==> config.mk <==
export PLATFORM = sky130hd
export DESIGN_NAME = tour_cmd_seq
export DESIGN_NICKNAME = d
export VERILOG_FILES = /design/src/rtl/knight_cmd_pkg.sv /design/src/rtl/seq_cmd_mem.sv /design/src/rtl/tour_cmd_seq.sv
export SDC_FILE = /design/constraint.sdc
export NUM_CORES = 1
export LEC_CHECK = 0
export CAP_MARGIN = 5
export CORE_MARGIN = 3
export CORE_UTILIZATION = 55
export CTS_CLUSTER_DIAMETER = 120
export DETAILED_ROUTE_END_ITERATION = 12
export GPL_TIMING_DRIVEN = 0
export PLACE_DENSITY = 0.75
export SYNTH_ARGS = -nofsm -noshare
export SYNTH_HDL_FRONTEND = slang
export SYNTH_SLANG_ARGS = --single-unit
==> constraint.sdc <==
create_clock -name clk -period 2 [get_ports clk]
set_clock_uncertainty 0.05 [all_clocks]
set_input_delay 0.4 -clock clk [delete_from_list [all_inputs] [get_ports clk]]
set_output_delay 0.4 -clock clk [all_outputs]
set_load 0.1 [all_outputs]
==> src/rtl/knight_cmd_pkg.sv <==
// ---------------------------------------------------------------------------
// knight_cmd_pkg
// Shared constants for the knight command sequencer: command opcodes, the
// positive-acknowledge response byte, fault cause codes and the playback
// state enumeration used by tour_cmd_seq.
// ---------------------------------------------------------------------------
package knight_cmd_pkg;

    localparam logic [15:0] CAL_GYRO = 16'h2000;
    localparam logic [3:0]  MOVE     = 4'h4;
    localparam logic [3:0]  TOUR     = 4'h6;

    localparam logic [7:0]  POS_ACK  = 8'hA5;

    localparam logic [1:0]  ERR_NONE     = 2'b00;
    localparam logic [1:0]  ERR_BAD_RESP = 2'b01;
    localparam logic [1:0]  ERR_TIMEOUT  = 2'b10;

    typedef enum logic [2:0] {
        IDLE,
        LOAD,
        SEND,
        WAIT_SENT,
        WAIT_RESP,
        NEXT,
        DONE,
        ERR
    } seq_state_e;

endpackage

==> src/rtl/seq_cmd_mem.sv <==
// ---------------------------------------------------------------------------
// seq_cmd_mem
// DEPTH x 16 command store. Synchronous write, registered read.
// The storage array is never reset; only the read register is, so the
// command word presented to the link is zero out of reset.
//
// Ports
//   clk, rst_n       system clock, async active-low reset (read reg only)
//   wr_en_i          write strobe
//   wr_addr_i        write address
//   wr_data_i        write data
//   rd_en_i          capture mem[rd_addr_i] into the read register
//   rd_addr_i        read address
//   rd_data_o        registered read data
// ---------------------------------------------------------------------------
module seq_cmd_mem #(
    parameter int DEPTH = 32,
    parameter int AW    = $clog2(DEPTH)
) (
    input  logic          clk,
    input  logic          rst_n,
    input  logic          wr_en_i,
    input  logic [AW-1:0] wr_addr_i,
    input  logic [15:0]   wr_data_i,
    input  logic          rd_en_i,
    input  logic [AW-1:0] rd_addr_i,
    output logic [15:0]   rd_data_o
);

    logic [15:0] mem_q [DEPTH];
    logic [15:0] rd_data_q;

    always_ff @(posedge clk) begin
        if (wr_en_i) begin
            mem_q[wr_addr_i] <= wr_data_i;
        end
    end

    // Read register only updates on request, so a later write to the same
    // entry cannot disturb a word that has already been loaded.
    always_ff @(posedge clk or negedge rst_n) begin
        if (!rst_n) begin
            rd_data_q <= 16'h0000;
        end else if (rd_en_i) begin
            rd_data_q <= mem_q[rd_addr_i];
        end
    end

    assign rd_data_o = rd_data_q;

endmodule

==> src/rtl/tour_cmd_seq.sv <==
// ---------------------------------------------------------------------------
// tour_cmd_seq
// Plays a stored list of 16-bit commands to RemoteComm_e one at a time,
// waiting for transmit-complete and a response byte for each. A response
// other than POS_ACK latches a fault. Optional watchdog (build macro
// SEQ_WATCHDOG_EN) faults a command that takes TMO_CLKS clocks.
//
// Ports
//   clk, rst_n                  system clock, async active-low reset
//   wr_en, wr_addr, wr_data     command memory write port
//   num_cmds                    entries to play (saturates at DEPTH), sampled on start
//   start                       single-cycle playback start
//   cmd, send_cmd               command word and one-cycle send strobe
//   cmd_sent, resp_rdy, resp    link handshake and response byte
//   busy, done, err             playback active / completed / fault latched
//   idx, err_code               current/faulting entry, fault cause
//
// state     | meaning
// ----------+-----------------------------------------------------------
// IDLE      | waiting for start
// LOAD      | reading mem[idx] onto cmd
// SEND      | send_cmd strobe
// WAIT_SENT | waiting for cmd_sent (a coincident response is accepted)
// WAIT_RESP | waiting for resp_rdy
// NEXT      | advance idx or finish
// DONE      | tour complete, done held until next start
// ERR       | fault latched, err/idx/err_code held until next start
// ---------------------------------------------------------------------------
module tour_cmd_seq
    import knight_cmd_pkg::*;
#(
    parameter int DEPTH    = 32,
    parameter int TMO_CLKS = 4000000
) (
    input  logic                     clk,
    input  logic                     rst_n,
    input  logic                     wr_en,
    input  logic [$clog2(DEPTH)-1:0] wr_addr,
    input  logic [15:0]              wr_data,
    input  logic [$clog2(DEPTH):0]   num_cmds,
    input  logic                     start,
    output logic [15:0]              cmd,
    output logic                     send_cmd,
    input  logic                     cmd_sent,
    input  logic                     resp_rdy,
    input  logic [7:0]               resp,
    output logic                     busy,
    output logic                     done,
    output logic                     err,
    output logic [$clog2(DEPTH)-1:0] idx,
    output logic [1:0]               err_code
);

    localparam int AW = $clog2(DEPTH);
    localparam int CW = AW + 1;
    localparam logic [CW-1:0] DEPTH_C = CW'(DEPTH);

    seq_state_e    state_q, state_d;
    logic [AW-1:0] idx_q, idx_d;
    logic [CW-1:0] cnt_q, cnt_d;
    logic [1:0]    err_code_q, err_code_d;
    logic          rd_en;
    logic [CW-1:0] num_sat;
    logic          waiting;
    logic          last_entry;
    logic          resp_fire;
    logic          wdog_tc;

    seq_cmd_mem #(.DEPTH(DEPTH), .AW(AW)) u_mem (
        .clk       (clk),
        .rst_n     (rst_n),
        .wr_en_i   (wr_en),
        .wr_addr_i (wr_addr),
        .wr_data_i (wr_data),
        .rd_en_i   (rd_en),
        .rd_addr_i (idx_q),
        .rd_data_o (cmd)
    );

    assign num_sat    = (num_cmds > DEPTH_C) ? DEPTH_C : num_cmds;
    assign waiting    = (state_q == WAIT_SENT) || (state_q == WAIT_RESP);
    assign last_entry = ({1'b0, idx_q} == (cnt_q - CW'(1)));
    // A response is only meaningful once the command has left; in WAIT_SENT
    // that means it must coincide with cmd_sent.
    assign resp_fire  = resp_rdy &&
                        (((state_q == WAIT_SENT) && cmd_sent) || (state_q == WAIT_RESP));

`ifdef SEQ_WATCHDOG_EN
    // Down-counter reloaded while in SEND; the load value makes err visible
    // TMO_CLKS clocks after the send_cmd cycle.
    localparam logic [31:0] WDOG_LOAD = 32'(TMO_CLKS - 2);
    logic [31:0] wdog_q;

    always_ff @(posedge clk or negedge rst_n) begin
        if (!rst_n) begin
            wdog_q <= '0;
        end else if (state_q == SEND) begin
            wdog_q <= WDOG_LOAD;
        end else if (waiting && (wdog_q != '0)) begin
            wdog_q <= wdog_q - 32'd1;
        end
    end

    assign wdog_tc = waiting && (wdog_q == '0);
`else
    logic unused_tmo;
    assign unused_tmo = ^TMO_CLKS;
    assign wdog_tc    = 1'b0;
`endif

    always_ff @(posedge clk or negedge rst_n) begin
        if (!rst_n) begin
            state_q    <= IDLE;
            idx_q      <= '0;
            cnt_q      <= '0;
            err_code_q <= ERR_NONE;
        end else begin
            state_q    <= state_d;
            idx_q      <= idx_d;
            cnt_q      <= cnt_d;
            err_code_q <= err_code_d;
        end
    end

    always_comb begin
        state_d    = state_q;
        idx_d      = idx_q;
        cnt_d      = cnt_q;
        err_code_d = err_code_q;
        rd_en      = 1'b0;
        unique case (state_q)
            IDLE, DONE, ERR: begin
                if (start) begin
                    idx_d      = '0;
                    err_code_d = ERR_NONE;
                    if (num_cmds == '0) begin
                        state_d = DONE;
                    end else begin
                        cnt_d   = num_sat;
                        state_d = LOAD;
                    end
                end
            end
            LOAD: begin
                rd_en   = 1'b1;
                state_d = SEND;
            end
            SEND: begin
                state_d = WAIT_SENT;
            end
            WAIT_SENT, WAIT_RESP: begin
                if (resp_fire) begin
                    if (resp == POS_ACK) begin
                        state_d = NEXT;
                    end else begin
                        state_d    = ERR;
                        err_code_d = ERR_BAD_RESP;
                    end
                end else if ((state_q == WAIT_SENT) && cmd_sent) begin
                    state_d = WAIT_RESP;
                end else if (wdog_tc) begin
                    state_d    = ERR;
                    err_code_d = ERR_TIMEOUT;
                end
            end
            NEXT: begin
                if (last_entry) begin
                    state_d = DONE;
                end else begin
                    idx_d   = idx_q + AW'(1);
                    state_d = LOAD;
                end
            end
            default: begin
                state_d = IDLE;
            end
        endcase
    end

    assign send_cmd = (state_q == SEND);
    assign busy     = (state_q == LOAD) || (state_q == SEND) || waiting ||
                      (state_q == NEXT);
    assign done     = (state_q == DONE);
    assign err      = (state_q == ERR);
    assign idx      = idx_q;
    assign err_code = err_code_q;

endmodule

==> impl_metrics.ini <==
[global_routing]
grt_pass1_vias = 11131
grt.overflow.total = 0
antenna_found_initial = 0
grt_max_degree = 33
grt_pass1_wl_um = 77800
track_usage = 0.266

[die]
fp-row-count = 71
start_util = 0.560
die_height_um = 202
core-area_sq_mm = 0.0378
die_x_um = 202
num_io_pins = 68
floorplan.die_area_sq_mm = 0.0408

[layout]
nNetsFinal = 1219
seqCellArea_sq_mm = 0.0162
layout.cells.most_common = edfxtp_1
drive_above_1_share = 0.387
diodes = 0
n_fill_cell = 2219
multi_input_area_sq_mm = 0.00525
area_growth_pct = 23.6
layout_common_cells = edfxtp_1 (512), mux4_2 (144), clkbuf_16 (55)

[timing]
finalSetupViolCount = 68
finalHoldViolations = 0
worst_slack_ns = -0.420
post-route-min-period_ns = 2.42
min_period_over_period = 1.21
relSlewSlack = 0.119
slew_violations = 0
fmax_mhz = 413
tightest_slew_ns = 1.32
rsz0062_at_grt = yes

[critical_path]
critPathMaxFanout = 5
rr_startpoint = idx[0]
crit_type = flip-flop to flip-flop
worstSetupEndpointType = flip-flop
critPathLaunchType = flip-flop
r2r_slack_ns = -0.42
cp.arrival_ns = 2.82
ff2ff_path_depth = 7
reg2reg_to = u_mem.rd_data_o[9]
cp.required_ns = 2.40

[synth]
netlist_area_sq_mm = 0.0211
syn_area_per_cell_sq_um = 21.7
synth_fa_ha_area_frac = 0.00118
ys_seq_elements = 543
synth_top_cell_by_area = edfxtp_1
synth_top_family_by_area = multiplexers
synthSimpleGateAreaFrac = 0.0278
yosys.cell_types.count = 47
synthTopCellsByArea = edfxtp_1 (73%), mux4_2 (15%), dfrtp_1 (3.7%)
synth-compound-area-share = 0.0225
synthCells = 972
syn_nets = 1015
synth_mux_area_frac = 0.170
yosys.area_share.xor_xnor = 0.00207
yosys_warnings = 0
ys_seq_area_frac = 0.764
synth_top_area_frac = 0.728

[placement]
io_buffers = 66
dpl.hpwl_um = 31600
gp_congestion = 0.885
post-place-ws_ns = -1.25

[routing]
final_antenna_net_count = 0
drc = 0
vias_per_cell = 6.59
wl_per_cell_um = 32.1
first_pass_iters = 5
num_vias = 11394
drt_iter0_markers = 1645
wirelength_um = 55500

[flow_run]
drv_cap = 0

[clock_tree]
cts_root_buf = clkbuf_16
insertion_delay_ns = 0.58
clkSinkCount = 543
cts_max_level = 2
clk_pin_slew_ns = 0.07
cts_made_buffers = 52
cts_tree = yes
cts_buffer_depth = 3
postCtsHoldBufs = 0

[run_status]
violations = negative setup slack
run_status = complete, but fails checks

[power_and_ir_drop]
leakage_nw = 8.32
p_per_area_mw_per_mm2 = 1360
peakVddDrop_mv = 0.763
power.total_mw = 35.4

[hold_path]
hp-class = input port to async pin
==> worst max-delay path by stage <==
stage | to | slack, ns | cells after the start | startpoint
finish | u_mem.rd_data_o[9] | -0.42 | 7 | idx[0]
CTS | u_mem.rd_data_o[12] | -0.33 | 7 | idx[0]
floorplan | u_mem.rd_data_o[0] | -0.34 | 6 | idx[0]
detailed placement | u_mem.mem_q[28][4] | -1.25 | 4 | wr_en
global placement | u_mem.mem_q[25][4] | -1.28 | 3 | wr_addr[1]
global route | u_mem.rd_data_o[9] | -0.46 | 7 | idx[0]
==> cells in the mapped netlist (all sizes together) <==
cell / n
conb: 1
o21ai: 10
a221oi: 1
o31ai: 2
mux2i: 33
o32ai: 1
a21o: 5
edfxtp: 512
o221ai: 1
o22ai: 17
nand4: 4
nand2: 7
nand2b: 2
buf: 30
nor4bb: 2
mux4: 144
nand3b: 6
nor2: 67
nor3b: 5
nand3: 8
ha: 2
a222oi: 1
or3: 5
a31oi: 1
a22o: 18
o2bb2ai: 1
clkbuf: 17
mux2: 1
xor2: 4
or4: 1
nor3: 3
a21oi: 7
or2: 1
and2: 1
inv: 10
nor2b: 3
a21bo: 1
or3b: 4
o21bai: 1
xnor2: 1
dfrtp: 31
==> metal layers <==
metal  wire (um)  vias up  global-route usage
met5           0        -                   0
met4        1790        0              0.0663
met2       26400      844               0.413
li1            -     4500                   -
met3        6380      112              0.0615
met1       20900     5938               0.393
==> stage by stage <==
| stage | instances | utilization | area (sq um) | hold WS [ns] | setup TNS [ns] |
|---|---|---|---|---|---|
| final | 1728 | 0.692 | 26100 | 0.172 | -6.59 |
| after global routing | 1728 | 0.692 | 26100 | 0.191 | -9.82 |
| after CTS | 1704 | 0.680 | 25700 | 0.171 | -5.79 |
| after detailed placement | 1568 | 0.608 | 22900 | 0.447 | -462.43 |
| after global placement | 1549 | 0.599 | 22600 | 0.436 | -643.46 |
| after floorplan | 972 | - | 21300 | 0.0544 | -13.64 |
==> flip-flops by register name, indices dropped and copies added, names as in the netlist <==
register         cells
err_code             1
u_mem.mem_q        512
cnt_q                6
u_mem.rd_data_o     16
state_q              3
idx                  5
==> power by group <==
part	leakage, nW	internal, mW	switching, mW	total [mW]
Combinational	2.54	5.39	7.26	12.7
Clock	0.803	5.42	4.09	9.52
Sequential	4.97	12.9	0.383	13.3
Total	8.32	23.7	11.7	35.4
==> worst max-delay path, cell delays in order, from the launching register on <==
cell,delay [ns]
dfrtp_4,0.43
buf_8,0.14
buf_12,0.16
buf_12,0.14
mux4_2,0.55
mux4_2,0.56
o22ai_1,0.19
nor2_1,0.06
==> cell type report <==
| class | instances | area share |
|---|---|---|
| Buffer | 45 | 0.0207 |
| Multi-Input combinational cell | 372 | 0.201 |
| Clock inverter | 26 | 0.00800 |
| Tap cell | 511 | 0.0245 |
| Inverter | 10 | 0.00172 |
| Timing Repair Buffer | 152 | 0.0700 |
| Clock buffer | 69 | 0.0550 |
| Sequential cell | 543 | 0.619 |
==> cell families after synthesis <==
logic type | count (synthesis)
compound gates | 67
xor+xnor | 5
fa+ha+maj | 2
buf+inv | 57
flops | 543
mux | 178
other cells | 1
simple gates | 119
==> what timing repair did <==
action | 4_1_cts | 5_1_grt
buffers inserted | 39 | 16
setup endpoints to repair | 283 | 180
resized for setup | 256 | 68
gates cloned | 4 | 3
pin swaps | 26 | 18
No activity file was read; power rests on OpenSTA's default activity.
